**src/rtl/seq_pattern_detector_pkg.sv**
```systemverilog
// Shared constants and helpers for the serial sequence detector family.
package seq_det_pkg;

  localparam int MAX_WIDTH = 16;
  localparam logic [1:0] DEFAULT_RST_PATTERN = 2'b01;

  // Increment that sticks at max_val instead of wrapping.
  function automatic logic [31:0] sat_inc(input logic [31:0] val, input logic [31:0] max_val);
    logic [31:0] res;
    if (val >= max_val) begin
      res = val;
    end else begin
      res = val + 32'd1;
    end
    return res;
  endfunction

endpackage

```
**src/rtl/seq_pattern_detector_shift_hist.sv**
```systemverilog
// History shift register with a saturating count of valid bits collected since the last clear/restart.
module seq_shift_hist #(
  parameter int WIDTH  = 2,
  parameter int FILL_W = $clog2(WIDTH + 1)
) (
  input  logic              clk,
  input  logic              rst,
  input  logic              clear,
  input  logic              shift,
  input  logic              restart,
  input  logic              bit_in,
  output logic [WIDTH-1:0]  hist,
  output logic [WIDTH-1:0]  next_hist,
  output logic [FILL_W-1:0] fill,
  output logic [FILL_W-1:0] next_fill
);

  logic [WIDTH-1:0]  hist_r;
  logic [FILL_W-1:0] fill_r;

  // Look-ahead values so the caller can compare against the bit being sampled now.
  always_comb begin
    next_hist = {hist_r[WIDTH-2:0], bit_in};
    if (fill_r == FILL_W'(WIDTH)) begin
      next_fill = fill_r;
    end else begin
      next_fill = fill_r + FILL_W'(1);
    end
  end

  // Clear beats shift; restart keeps the shifted history but empties the fill count.
  always_ff @(posedge clk) begin
    if (rst || clear) begin
      hist_r <= '0;
      fill_r <= '0;
    end else if (shift) begin
      hist_r <= next_hist;
      if (restart) begin
        fill_r <= '0;
      end else begin
        fill_r <= next_fill;
      end
    end else begin
      hist_r <= hist_r;
      fill_r <= fill_r;
    end
  end

  assign hist = hist_r;
  assign fill = fill_r;

endmodule

```
**src/rtl/seq_pattern_detector.sv**
```systemverilog
// Loadable-pattern serial sequence detector with overlap/non-overlap modes
// and a saturating match counter.
module seq_pattern_detector
  import seq_det_pkg::*;
#(
  parameter int               WIDTH       = 2,
  parameter int               OVERLAP     = 1,
  parameter int               CNT_W       = 8,
  parameter logic [WIDTH-1:0] RST_PATTERN = WIDTH'(DEFAULT_RST_PATTERN)
) (
  input  logic             clk,
  input  logic             rst,
  input  logic             A,
  input  logic             in_valid,
  input  logic [WIDTH-1:0] pattern,
  input  logic             pattern_load,
  output logic             Y,
  output logic [CNT_W-1:0] match_count,
  output logic             count_sat
);

  localparam int FILL_W = $clog2(WIDTH + 1);
  localparam logic [CNT_W-1:0] CNT_MAX = {CNT_W{1'b1}};

  generate
    if (WIDTH < 2 || WIDTH > MAX_WIDTH) begin : g_bad_width
      $error("seq_pattern_detector: WIDTH must be within 2..MAX_WIDTH");
    end
  endgenerate

  logic [WIDTH-1:0]  pat_r;
  logic [CNT_W-1:0]  cnt_r;
  logic              y_r;
  logic [WIDTH-1:0]  hist_s;
  logic [WIDTH-1:0]  next_hist_s;
  logic [FILL_W-1:0] fill_s;
  logic [FILL_W-1:0] next_fill_s;
  logic              sample_s;
  logic              match_s;
  logic              restart_s;
  logic [CNT_W-1:0]  cnt_next_s;

  seq_shift_hist #(
    .WIDTH  (WIDTH),
    .FILL_W (FILL_W)
  ) u_hist (
    .clk       (clk),
    .rst       (rst),
    .clear     (pattern_load),
    .shift     (in_valid),
    .restart   (restart_s),
    .bit_in    (A),
    .hist      (hist_s),
    .next_hist (next_hist_s),
    .fill      (fill_s),
    .next_fill (next_fill_s)
  );

  // Match needs a full window of fresh bits equal to the loaded pattern.
  always_comb begin
    sample_s = in_valid & ~pattern_load;
    if (sample_s && (next_fill_s == FILL_W'(WIDTH)) && (next_hist_s == pat_r)) begin
      match_s = 1'b1;
    end else begin
      match_s = 1'b0;
    end
    if (match_s && (OVERLAP == 0)) begin
      restart_s = 1'b1;
    end else begin
      restart_s = 1'b0;
    end
    cnt_next_s = CNT_W'(sat_inc(32'(cnt_r), 32'(CNT_MAX)));
  end

  // Pattern register, match pulse and saturating counter.
  always_ff @(posedge clk) begin
    if (rst) begin
      pat_r <= RST_PATTERN;
      cnt_r <= '0;
      y_r   <= 1'b0;
    end else if (pattern_load) begin
      pat_r <= pattern;
      cnt_r <= '0;
      y_r   <= 1'b0;
    end else if (in_valid) begin
      y_r <= match_s;
      if (match_s) begin
        cnt_r <= cnt_next_s;
      end else begin
        cnt_r <= cnt_r;
      end
    end else begin
      y_r <= 1'b0;
    end
  end

  assign Y           = y_r;
  assign match_count = cnt_r;
  assign count_sat   = &cnt_r;

endmodule

```
**config.mk**
```make
export PLATFORM = sky130hd
export DESIGN_NAME = seq_pattern_detector
export DESIGN_NICKNAME = d
export VERILOG_FILES = /design/src/rtl/seq_pattern_detector_pkg.sv /design/src/rtl/seq_pattern_detector_shift_hist.sv /design/src/rtl/seq_pattern_detector.sv
export SDC_FILE = /design/constraint.sdc
export NUM_CORES = 1
export LEC_CHECK = 0
export CORE_MARGIN = 2
export CORE_UTILIZATION = 46
export CTS_CLUSTER_DIAMETER = 30
export DETAILED_ROUTE_END_ITERATION = 6
export GPL_TIMING_DRIVEN = 0
export PLACE_DENSITY = 0.76
export SYNTH_ARGS = -nofsm -noshare
export SYNTH_HDL_FRONTEND = slang
export SYNTH_SLANG_ARGS = --single-unit
```
**constraint.sdc**
```tcl
create_clock -name clk -period 2.5 [get_ports clk]
set_clock_uncertainty 0.2 [all_clocks]
set_input_delay 0.5 -clock clk [delete_from_list [all_inputs] [get_ports clk]]
set_output_delay 0.5 -clock clk [all_outputs]
set_load 0.02 [all_outputs]
```
* After elaboration in Yosys (flattened, before gate mapping)
Index checks and enable logic that the tools add are counted.
Storage, ports and cells: logic and storage cells 24, latch bits 0, register bits after elaboration 14, output and inout bits 10, RAM bits 0, memory bits (read-only) 0, input bits 7, memories kept 0
Operators by class: multiplexer cells 2, bitwise gates (word level) 4, multiply operators 0, eq/ne operators 3, $add $sub $neg 2, reduce and logical (&&, ||, !) cells 7, shifts and indexed selects 0, div/mod/pow operators 0, magnitude comparators 1
Operators with widths (number):
- $add A8 B1 Y8 const B | 1
- $ge A8 B8 Y1 const B | 1
- $reduce_and A8 Y1 | 1
- $eq A2 B2 Y1 const B | 2
- $not A1 Y1 | 3
- $reduce_and A3 Y1 | 1
- $reduce_or A3 Y1 | 1
- $add A2 B1 Y2 const B | 1
- $eq A2 B2 Y1 | 1
- $logic_and A1 B1 Y1 | 2
- $mux W2 | 1
- $reduce_or A2 Y1 | 1
- $and A1 B1 Y1 | 1
- $logic_or A1 B1 Y1 | 1
- $mux W1 | 1

* Logic depth before layout (Yosys ltp)
depth after elaboration 7, depth in mapped cells 7, gate-level depth less buffers 6

* Modules after synthesis
A second synthesis with hierarchy kept.
Unflattened totals: cells, all modules 83, area, all modules 754.5 um^2
By module, submodules not included:
- seq_pattern_detector | seq. area each 220.2 um^2, times used 1, area each 566.8 um^2, cells an instance 64
- seq_shift_hist | seq. area each 80.1 um^2, times used 1, area each 187.7 um^2, cells an instance 19

* Worst setup path after synthesis
Ideal clock, no wire load.
path kind reg-to-reg, start register u_hist.fill_r[0] (netlist: u_hist.fill[0]), end register cnt_r[6] (netlist: match_count[6]), clock period less this slack 2.121 ns, slack 0.379 ns, data required time 2.230 ns, path buffers 1, data arrival time 1.851 ns, cell stages (with the launch flop) 8, cell sequence dfxtp_1 -> inv_1 -> ha_1 -> nand2_2 -> or4_4 -> buf_6 -> or4_1 -> a21oi_1
Between the ends: cells in the longest elaborated chain, start to end 7
Ends and longest elaborated chain:
- start, declared | line seq_pattern_detector_shift_hist.sv:19 | logic [FILL_W-1:0] fill_r;
- start signal, assigned | line seq_pattern_detector_shift_hist.sv:41 | fill_r <= next_fill;
- start signal, assigned | line seq_pattern_detector_shift_hist.sv:45 | fill_r <= fill_r;
- $add A2 B1 Y2 or $eq A2 B2 Y1 (tied branches) | line seq_pattern_detector_shift_hist.sv:27, seq_pattern_detector_shift_hist.sv:24
- $mux W2 (*) | line seq_pattern_detector_shift_hist.sv:24 | if (fill_r == FILL_W'(WIDTH)) begin
- via next_fill_s[1] | line seq_pattern_detector.sv:37 | logic [FILL_W-1:0] next_fill_s;
- $eq A2 B2 Y1 (*) | line seq_pattern_detector.sv:62 | if (sample_s && (next_fill_s == FILL_W'(WIDTH)) && (next_hist_s == pat_r)) begin
- $logic_and A1 B1 Y1 (*) (2 in a row) | line seq_pattern_detector.sv:62
- $mux W1 (*) | line seq_pattern_detector.sv:62
- $reduce_and A3 Y1 (no line) (*)
- end signal, assigned | line seq_pattern_detector.sv:88 | cnt_r <= cnt_next_s;
- end signal, assigned | line seq_pattern_detector.sv:90 | cnt_r <= cnt_r;
- end, declared | line seq_pattern_detector.sv:32 | logic [CNT_W-1:0] cnt_r;
The timed path passes the listed nets; every way through them passes the cells marked *. A chain may end at the register's enable or synchronous reset.

* Worst setup path in the final report
start input in_valid, end register cnt_r[6] (netlist: match_count[6])
Between the ends: cells in the longest elaborated chain, start to end 5
Ends and longest elaborated chain:
- start, declared | line seq_pattern_detector.sv:14 | input logic in_valid,
- $and A1 B1 Y1 | line seq_pattern_detector.sv:61 | sample_s = in_valid & ~pattern_load;
- $logic_and A1 B1 Y1 (2 in a row) | line seq_pattern_detector.sv:62
- $mux W1 | line seq_pattern_detector.sv:62
- $reduce_and A3 Y1 (no line) (*)
Mark *: on every way between the ends. The rest lies on a longest branch, timed or not.

==> impl_metrics.env <==
export IMPL_outcome="finished clean"
export IMPL_setup_worst_path_class="primary input to flip-flop"
export IMPL_die_height_um=42.3
export IMPL_peakVddDrop_uv=330
export IMPL_row_count=13
export IMPL_crit_reg2reg_launch="u_hist.fill[0]"
export IMPL_synth_async_sr_flop_share=0
export IMPL_ys_seq_elements=14
export IMPL_synth_cell_types=27
export IMPL_clock_insertion_delay_worst_skew_ps=290
export IMPL_cp_end_kind="flip-flop"
export IMPL_power_leakage_uw=0.000317
export IMPL_design_core_area_mm2=0.00133
export IMPL_worstRegToRegCells=7
export IMPL_floorplan_initialDensity=0.505
export IMPL_detailed_route_wire_length_um=1330
export IMPL_destination_of_the_critical_timing_path="match_count[6]"
export IMPL_drv_slew=0
export IMPL_fmax_ghz=0.418
export IMPL_final_net_count=107
export IMPL_htree_levels=1
export IMPL_final_seq_area_um2=283
export IMPL_synth_top_area_frac=0.416
export IMPL_layout_drive_gt1_share=0.124
export IMPL_io_buffer_count=16
export IMPL_cp_required_ps=2520
export IMPL_dominantRegCellSynth="dfxtp_1"
export IMPL_finalSetupViolCount=0
export IMPL_track_usage=0.153
export IMPL_holdWs_ps=278
export IMPL_tightestPinTransition_ps=621
export IMPL_min_path_type="flip-flop to flip-flop"
export IMPL_multi_input_area_um2=369
export IMPL_crit_path_start="in_valid"
export IMPL_max_cap_violations=0
export IMPL_synth_cell_area_um2=673
export IMPL_die_area_mm2=0.00179
export IMPL_final_core_util=0.672
export IMPL_antenna_found_initial=0
export IMPL_clock_tree_root_cell="clkbuf_4"
export IMPL_vias=640
export IMPL_place_detailed_instances=108
export IMPL_synth_edff_count=0
export IMPL_critical_path_arrival_ps=2410
export IMPL_insertedDiodeCount=0
export IMPL_layout_worst_path_cycle_share=0.958
export IMPL_fin_crit_ps=2390
export IMPL_gp_routability_congestion=0.801
export IMPL_filler_cell_count=126
export IMPL_first_global_vias=523
export IMPL_cts_clk_slew_worst_paths_ps=80
export IMPL_pin_count=17
export IMPL_clock_tree_buffer_depth=2
export IMPL_yosys_warnings=0
export IMPL_finalHoldViolations=0
export IMPL_crit_reg2reg_capture="match_count[6]"
export IMPL_start_kind="primary input"
export IMPL_layout_cells_most_common_list="clkdlybuf4s50_1, dfxtp_1, nor2_1"
export IMPL_most_common_cell_after_layout_fill_and_taps_aside="clkdlybuf4s50_1"
export IMPL_drtPass1Iterations=4
export IMPL_synth_top_area_cell="dfxtp_1"
export IMPL_final_cell_count_no_fill=112
export IMPL_p_per_area_mw_per_mm2=476
export IMPL_synth_area_leaders="dfxtp_1, a21oi_1, nor2_1, mux2i_1, nand3_1"
export IMPL_setup_total_negative_slack_ps=0
export IMPL_drt_drc_violations_left=0
export IMPL_wire_length_of_the_first_global_routing_pass_um=2080
export IMPL_max_slew_margin_rel=0.582
export IMPL_die_width_um=42.3
export IMPL_area_growth_pct=33.1
export IMPL_grt_overflow_total=0
export IMPL_clock_sinks=14
export IMPL_tritoncts_clock_tree="built"
export IMPL_violation_count_after_the_first_detailed_route_iteration=16
export IMPL_regToRegSetupSlack_ps=250
export IMPL_routedWlPerCell_um=11.9
export IMPL_rsz0062_at_grt="false"
export IMPL_synth_avg_cell_area_um2=8.74
export IMPL_worst_path_max_fanout=10
export IMPL_netlist_instances=77
export IMPL_detailed_place_hpwl_um=991
export IMPL_cts_inserted_buffers=3
export IMPL_synth_yosys_seq_area_share=0.416
export IMPL_syn_nets=86
export IMPL_grt_start_max_net_pins=11
export IMPL_routed_via_density=5.71
export IMPL_final_antenna_net_count=0
-- logic make-up (layout without fill, tap and decap cells) --
group / Yosys count / count (layout) / share of synthesized area
compound gates: 16 / 16 / 0.147
xor+xnor: 2 / 2 / 0.0260
fa+ha+maj: 2 / 2 / 0.0372
buf+inv: 5 / 25 / 0.0390
flops: 14 / 14 / 0.416
mux: 3 / 3 / 0.0446
simple gates: 35 / 35 / 0.290
-- layout make-up --
type	count	area share
plain buffers	2	0.0168
clock buffers	4	0.0405
inverters	3	0.0126
multi-input cells	58	0.412
flip-flops and latches	14	0.316
well taps	15	0.0209
repair buffers	16	0.182
-- synth_stat cells (all sizes together), types with 2 or more instances --
cell	instances
nand3	6
or4	5
mux2i	3
a21oi	8
or2	2
inv	3
ha	2
o31ai	3
nand4	4
dfxtp	14
xor2	2
nor2	9
o21ai	2
nand2	3
-- layer usage --
| metal | share of wire | vias to the layer above | wire length [µm] | track usage |
|---|---|---|---|---|
| li1 | - | 327 | - | - |
| met1 | 0.46 | 288 | 611 | 0.180 |
| met2 | 0.46 | 23 | 612 | 0.243 |
| met3 | 0.067 | 2 | 89 | 0.0776 |
| met4 | 0.011 | 0 | 14 | 0.0438 |
| met5 | 0 | - | 0 | 0 |
-- flip-flops by register name, summed over array words and instances (netlist names) --
signal and cells:
u_hist.fill 2, Y 1, u_hist.hist 1, pat_r 2
match_count 8
-- report_power, final --
group	switching [µW]	internal [µW]	total, µW
combinational	14.5	17.5	32.0
clock	76.5	88.8	165
sequential	2.48	227	229
total	93.5	333	427
-- metrics by stage --
stage	total power [µW]	area, µm²	worst slack, ps
after floorplan	250	673	379
after global placement	266	852	-166
after detailed placement	267	852	-213
after CTS	432	891	5.47
after global routing	446	896	25.8
final	427	896	106
-- worst max-delay path, cell delays in order --
cell and delay, ps:
clkdlybuf4s50_1 580, nand2_2 90, or4_4 550, buf_6 160
or4_1 390, a21oi_1 150
-- timing repair --
item                       CTS  global route
setup endpoints to repair    1             1
gates cloned                 0             0
buffers inserted             0             0
hold buffers                 0             0
gates resized for setup      1             3
-- worst min path at each step --
stage,startpoint,endpoint,slack (ps),cells past startpoint
after detailed placement,u_hist.fill[1],u_hist.fill[1],270,2
after CTS,u_hist.fill[1],u_hist.fill[1],290,2
final,u_hist.fill[1],u_hist.fill[1],280,2
after floorplan,u_hist.fill[1],u_hist.fill[1],250,2
after global placement,u_hist.fill[1],u_hist.fill[1],260,2
after global routing,u_hist.fill[1],u_hist.fill[1],330,2
No activity file was read; power rests on OpenSTA's default activity.
